File: config.mk
export PLATFORM = sky130hd
export DESIGN_NAME = mem_access_ctrl
export DESIGN_NICKNAME = d
export VERILOG_FILES = /design/src/rtl/mem_pkg.sv /design/src/rtl/mem_access_ctrl.sv
export SDC_FILE = /design/constraint.sdc
export NUM_CORES = 1
export LEC_CHECK = 0
export CORE_MARGIN = 5
export CORE_UTILIZATION = 41
export DETAILED_ROUTE_END_ITERATION = 10
export GPL_ROUTABILITY_DRIVEN = 0
export HOLD_SLACK_MARGIN = 0.06
export PLACE_DENSITY = 0.76
export SETUP_SLACK_MARGIN = 0.5
export SYNTH_ARGS = -nofsm -noshare
export SYNTH_HDL_FRONTEND = slang
export SYNTH_SLANG_ARGS = --single-unit
File: constraint.sdc
create_clock -name clk -period 1.6 [get_ports clk]
set_input_delay 0.32 -clock clk [delete_from_list [all_inputs] [get_ports clk]]
set_output_delay 0.32 -clock clk [all_outputs]
set_load 0.05 [all_outputs]
File: src/rtl/mem_pkg.sv
// rtl/mem_pkg.sv - shared op codes, FSM states and memory geometry
package mem_pkg;

  localparam int MEM_DATA_W     = 26;
  localparam int MEM_ADDR_W     = 26;
  localparam int MEM_DEPTH      = 8;
  localparam int MEM_DEPTH_LOG2 = 3;

  typedef enum logic [1:0] {
    OP_READ  = 2'b00,
    OP_WRITE = 2'b01,
    OP_SWAP  = 2'b10,
    OP_CLEAR = 2'b11
  } op_e;

  typedef enum logic [2:0] {
    ST_IDLE,
    ST_RD,
    ST_WR,
    ST_SWP_B,
    ST_SWP_A,
    ST_CLR,
    ST_RESP
  } state_e;

endpackage

File: src/rtl/mem_access_ctrl.sv
// rtl/mem_access_ctrl.sv - request sequencer driving the shared data-memory port
module mem_access_ctrl
  import mem_pkg::*;
#(
  parameter int DATA_W     = MEM_DATA_W,
  parameter int ADDR_W     = MEM_ADDR_W,
  parameter int DEPTH_LOG2 = MEM_DEPTH_LOG2
) (
  input  logic              clk,
  input  logic              rst_n,
  input  logic              req_valid,
  output logic              req_ready,
  input  logic [1:0]        req_op,
  input  logic [ADDR_W-1:0] req_addr_a,
  input  logic [ADDR_W-1:0] req_addr_b,
  input  logic [DATA_W-1:0] req_wdata,
  output logic              resp_valid,
  input  logic              resp_ready,
  output logic [DATA_W-1:0] resp_data,
  output logic              resp_err,
  output logic              busy,
  output logic [ADDR_W-1:0] mem_addr,
  output logic              mem_we,
  output logic [DATA_W-1:0] mem_wdata,
  input  logic [DATA_W-1:0] mem_rdata
);

  function automatic logic in_range(input logic [ADDR_W-1:0] addr);
    return (addr >> DEPTH_LOG2) == '0;
  endfunction

  state_e                r_state;
  op_e                   r_op;
  logic [DEPTH_LOG2-1:0] r_addr_a;
  logic [DEPTH_LOG2-1:0] r_addr_b;
  logic [DEPTH_LOG2-1:0] r_cnt;
  logic [DATA_W-1:0]     r_wdata;
  logic [DATA_W-1:0]     r_tmp_a;
  logic [DATA_W-1:0]     r_tmp_b;
  logic [DATA_W-1:0]     r_resp_data;
  logic                  r_resp_err;

  op_e  w_op;
  logic w_fire;
  logic w_ok;

  assign w_op   = op_e'(req_op);
  assign w_fire = req_valid && (r_state == ST_IDLE);
  assign w_ok   = in_range(req_addr_a) && ((w_op != OP_SWAP) || in_range(req_addr_b));

  always_ff @(posedge clk or negedge rst_n) begin
    if (!rst_n) begin
      r_state     <= ST_IDLE;
      r_op        <= OP_READ;
      r_addr_a    <= '0;
      r_addr_b    <= '0;
      r_cnt       <= '0;
      r_wdata     <= '0;
      r_tmp_a     <= '0;
      r_tmp_b     <= '0;
      r_resp_data <= '0;
      r_resp_err  <= 1'b0;
    end else begin
      case (r_state)
        ST_IDLE: if (w_fire) begin
          r_op        <= w_op;
          r_addr_a    <= req_addr_a[DEPTH_LOG2-1:0];
          r_addr_b    <= req_addr_b[DEPTH_LOG2-1:0];
          r_wdata     <= req_wdata;
          r_cnt       <= '0;
          r_resp_data <= '0;
          r_resp_err  <= 1'b0;
          if (w_op == OP_CLEAR) begin
            r_state <= ST_CLR;
          end else if (!w_ok) begin
            r_resp_err <= 1'b1;
            r_state    <= ST_RESP;
          end else if (w_op == OP_WRITE) begin
            r_state <= ST_WR;
          end else begin
            r_state <= ST_RD;
          end
        end
        ST_RD: begin
          r_tmp_a <= mem_rdata;
          if (r_op == OP_SWAP) begin
            r_state <= ST_SWP_B;
          end else begin
            r_resp_data <= mem_rdata;
            r_state     <= ST_RESP;
          end
        end
        // mem[b] is overwritten at the end of this cycle, so its old value is captured now
        ST_SWP_B: begin
          r_tmp_b <= mem_rdata;
          r_state <= ST_SWP_A;
        end
        ST_SWP_A: begin
          r_resp_data <= r_tmp_a;
          r_state     <= ST_RESP;
        end
        ST_WR: r_state <= ST_RESP;
        ST_CLR: begin
          r_cnt <= r_cnt + 1'b1;
          if (&r_cnt) r_state <= ST_RESP;
        end
        ST_RESP: if (resp_ready) r_state <= ST_IDLE;
        default: r_state <= ST_IDLE;
      endcase
    end
  end

  // Memory port is a pure decode of state, so reset drops mem_we immediately
  always_comb begin
    mem_addr  = '0;
    mem_we    = 1'b0;
    mem_wdata = '0;
    case (r_state)
      ST_RD: mem_addr = ADDR_W'(r_addr_a);
      ST_WR: begin
        mem_addr  = ADDR_W'(r_addr_a);
        mem_we    = 1'b1;
        mem_wdata = r_wdata;
      end
      ST_SWP_B: begin
        mem_addr  = ADDR_W'(r_addr_b);
        mem_we    = 1'b1;
        mem_wdata = r_tmp_a;
      end
      ST_SWP_A: begin
        mem_addr  = ADDR_W'(r_addr_a);
        mem_we    = 1'b1;
        mem_wdata = r_tmp_b;
      end
      ST_CLR: begin
        mem_addr = ADDR_W'(r_cnt);
        mem_we   = 1'b1;
      end
      default: ;
    endcase
  end

  assign req_ready  = (r_state == ST_IDLE);
  assign busy       = (r_state != ST_IDLE);
  assign resp_valid = (r_state == ST_RESP);
  assign resp_data  = r_resp_data;
  assign resp_err   = r_resp_err;

endmodule

==> impl_results.md <==
- Crit path DAT: 1980 ps
- Startpoint types: register
- Pwr Total: 28060 uW
- R2r setup slk: -530 ps
- Max Slew Vio Count: 0
- Largest net degree at the start of global routing: 57
- Top post-synthesis cells by count: 135 x nand2_1, 119 x dfrtp_1, 61 x mux2_2, 36 x nor2_1, 32 x mux2i_1
- Initial Utilization: 41.40%
- Dpl hpwl: 12.31 mm
- Root buffer cell: clkbuf_16
- RSZ-0062 raised after global routing: yes
- CTS tree: yes
- Max_cap viols: 0
- Post-Route WL: 27.60 mm
- I/O Pins: 193
- CP Data Required Time: 1280 ps
- Grt total ovfl: 0
- Post-DRT Antenna Nets: 0
- Max Freq: 0.4347 GHz
- Violated checks: setup timing
- Static Leak: 0.005140 uW
- Main synth FF type: dfrtp_1
- Vias in the first global route: 6081
- Detailed Route Iter0 Violations: 510
- Clock Latency Late Sink: 430 ps
- CTS H-tree depth: 4
- Crit Path Max Fanout: 4
- Die ar.: 16310 um^2
- Mapped Cells: 557
- Die H: 127.7 um
- Vias: 6082
- Pre-CTS setup slack: -333.3 ps
- Routed wire per std cell: 26.26 um
- Flop pwr share: 22.1%
- Final setup violation count: 149
- Placed cell count: 917
- Ys async rst share: 100.0%
- Syn Std Cell Area: 5679 um^2
- Net Sw Frac: 43.43%
- Layout Utilization: 87.55%
- Clock Sinks: 119
- Setup TNS: -53250 ps
- Die width: 127.7 um
- Post-synth cell types: 35
- Non-Filler Instances: 1051
- Num rows: 43
- Final min period: 2300 ps
- Post-synth EDFFs: 0
- Total global-route track usage: 27.38%
- Leading area contributor after synthesis: dfrtp_1
- Clk buf depth: 2
- Clock transition at the registers of the reported paths: 60 ps
- Count leader, synth: nand2_1
- Peak supply drop: 1.312 mV
- Routed vias/inst: 5.787
- Number of CTS-inserted buffers: 17
- Residual DRC: 0
- Int Power: 15870 uW
- P_sw: 12190 uW
- Final hold vios: 0
- Status: finished, violations left
- Share of the synthesized area in the top cell type: 52.43%
- Synth top area cells: dfrtp_1 52%, mux2_2 12%, nand2_1 8.9%
- Core area: 13720 um^2
- Seq/Total Area, Yosys: 52.43%
- Avg Cell Area, Syn: 10.20 um^2
- Antenna cells: 0
- Crit. End Element: primary output
- Nets: 970
- First-pass GRT wire length: 34.01 mm
- Synth-to-Final Area Change: 111.5%
- Buffers on Ports: 169
- Clock Power Share: 15.7%
- Final worst-path cycle share: 143.8%
- Setup slack after layout: -700.4 ps
- FF+latch count, synth: 119
- Initial antenna violation count: 0
- Share of layout cells above drive strength 1: 56.60%
- CP Class: register to primary output
- PD cells: 2336 nW/um^2
- Worst Skew: 8.000 ps
- Ys Warns: 0
- Comb power frac: 62.1%
- HP Class: input pin to asynchronous set/reset pin
- First-pass DRT Iterations: 6
-- power groups by stage --
stage,sequential (uW),clock (uW),combinational [uW]
finish,6210,4420,17400
global placement,5530,0,11700
detailed placement,5630,0,11900
CTS,5780,4330,14200
floorplan,6500,0,6470
global route,6290,4570,17900
-- timing repair --
| item | in CTS | in global routing |
|---|---|---|
| setup endpoints to repair | 179 | 179 |
| buffers inserted | 39 | 40 |
| pin swaps | 63 | 45 |
| endpoints found under the hold margin | 14 | 0 |
| resized for setup | 176 | 177 |
| hold buffers | 1 | 0 |
| gates cloned | 19 | 3 |
-- logic make-up (layout without fill, tap and decap cells) --
logic type	after synthesis	after routing	synth area share [%]
AOI/OAI and AO/OA	84	84	8.570
adders and majority gates	2	2	0.4406
buffers and inverters	58	350	6.213
DFF	119	119	52.43
muxes	93	93	17.74
other	1	23	0.06603
and+or+nand+nor	200	200	14.54
-- final timing paths --
path,from,endpoint,cells past startpoint
min in group clk,r_op[0],r_op[0],1
max reg2reg,r_state[2],r_state[1],8
min,rst_n,r_addr_b[1],2
max,r_state[2],mem_wdata[20],9
max in group asynchronous,rst_n,resp_data[15],3
min reg2reg,r_op[0],r_op[0],1
-- sequential cells by signal, indices dropped and copies added, names as in the netlist --
name and count:
r_tmp_b 26, r_wdata 26, resp_err 1, r_cnt 3, r_op 2, r_addr_b 3
resp_data 26, r_tmp_a 26, r_state 3, r_addr_a 3
-- metal layers --
layer | wire length (um) | vias to the layer above | global-route usage, %
met5 | 0 | - | 0
met4 | 1221 | 0 | 10.61
met3 | 2182 | 103 | 7.083
met2 | 14140 | 388 | 47.97
met1 | 10060 | 3077 | 32.22
li1 | - | 2514 | -
-- cells in the final DEF, fill, tap and decap left out, types with 17 or more instances in the layout --
master,netlist,final
buf_12,0,64
buf_16,0,17
buf_4,25,58
buf_6,4,55
clkbuf_16,0,20
clkdlybuf4s50_1,0,108
conb_1,1,23
dfrtp_1,119,115
mux2_2,61,19
mux2_4,0,42
mux2i_1,32,29
nand2_1,135,38
nand2_2,1,47
nand2_4,0,37
o21ai_4,0,26
-- worst max-delay path: stages (launching register included) --
cell      delay [ps]
dfrtp_1          380
buf_6            140
clkinv_8          60
nor3_4           280
buf_6            180
buf_6            120
buf_16           110
nand2_4           50
o21ai_4           70
buf_12           150
-- stage by stage --
| stage | hold slack, ps | cell area [um^2] |
|---|---|---|
| 6_report | 301.7 | 12010 |
| 5_1_grt | 316.6 | 12010 |
| 4_1_cts | 307.7 | 10850 |
| 3_5_place_dp | 207.7 | 8713 |
| 3_3_place_gp | 200.8 | 8713 |
| 2_1_floorplan | 24.41 | 6432 |
-- final cells by class --
type                       count  area (um^2)
multi-input combinational    402         3978
timing repair buffer         314         4108
inverter                       4        51.30
clock buffer                  24        501.7
fill                         557         1708
sequential                   119         2983
clock inverter                 8        165.2
tap                          180        225.2
(Power assumes the default switching activity.)
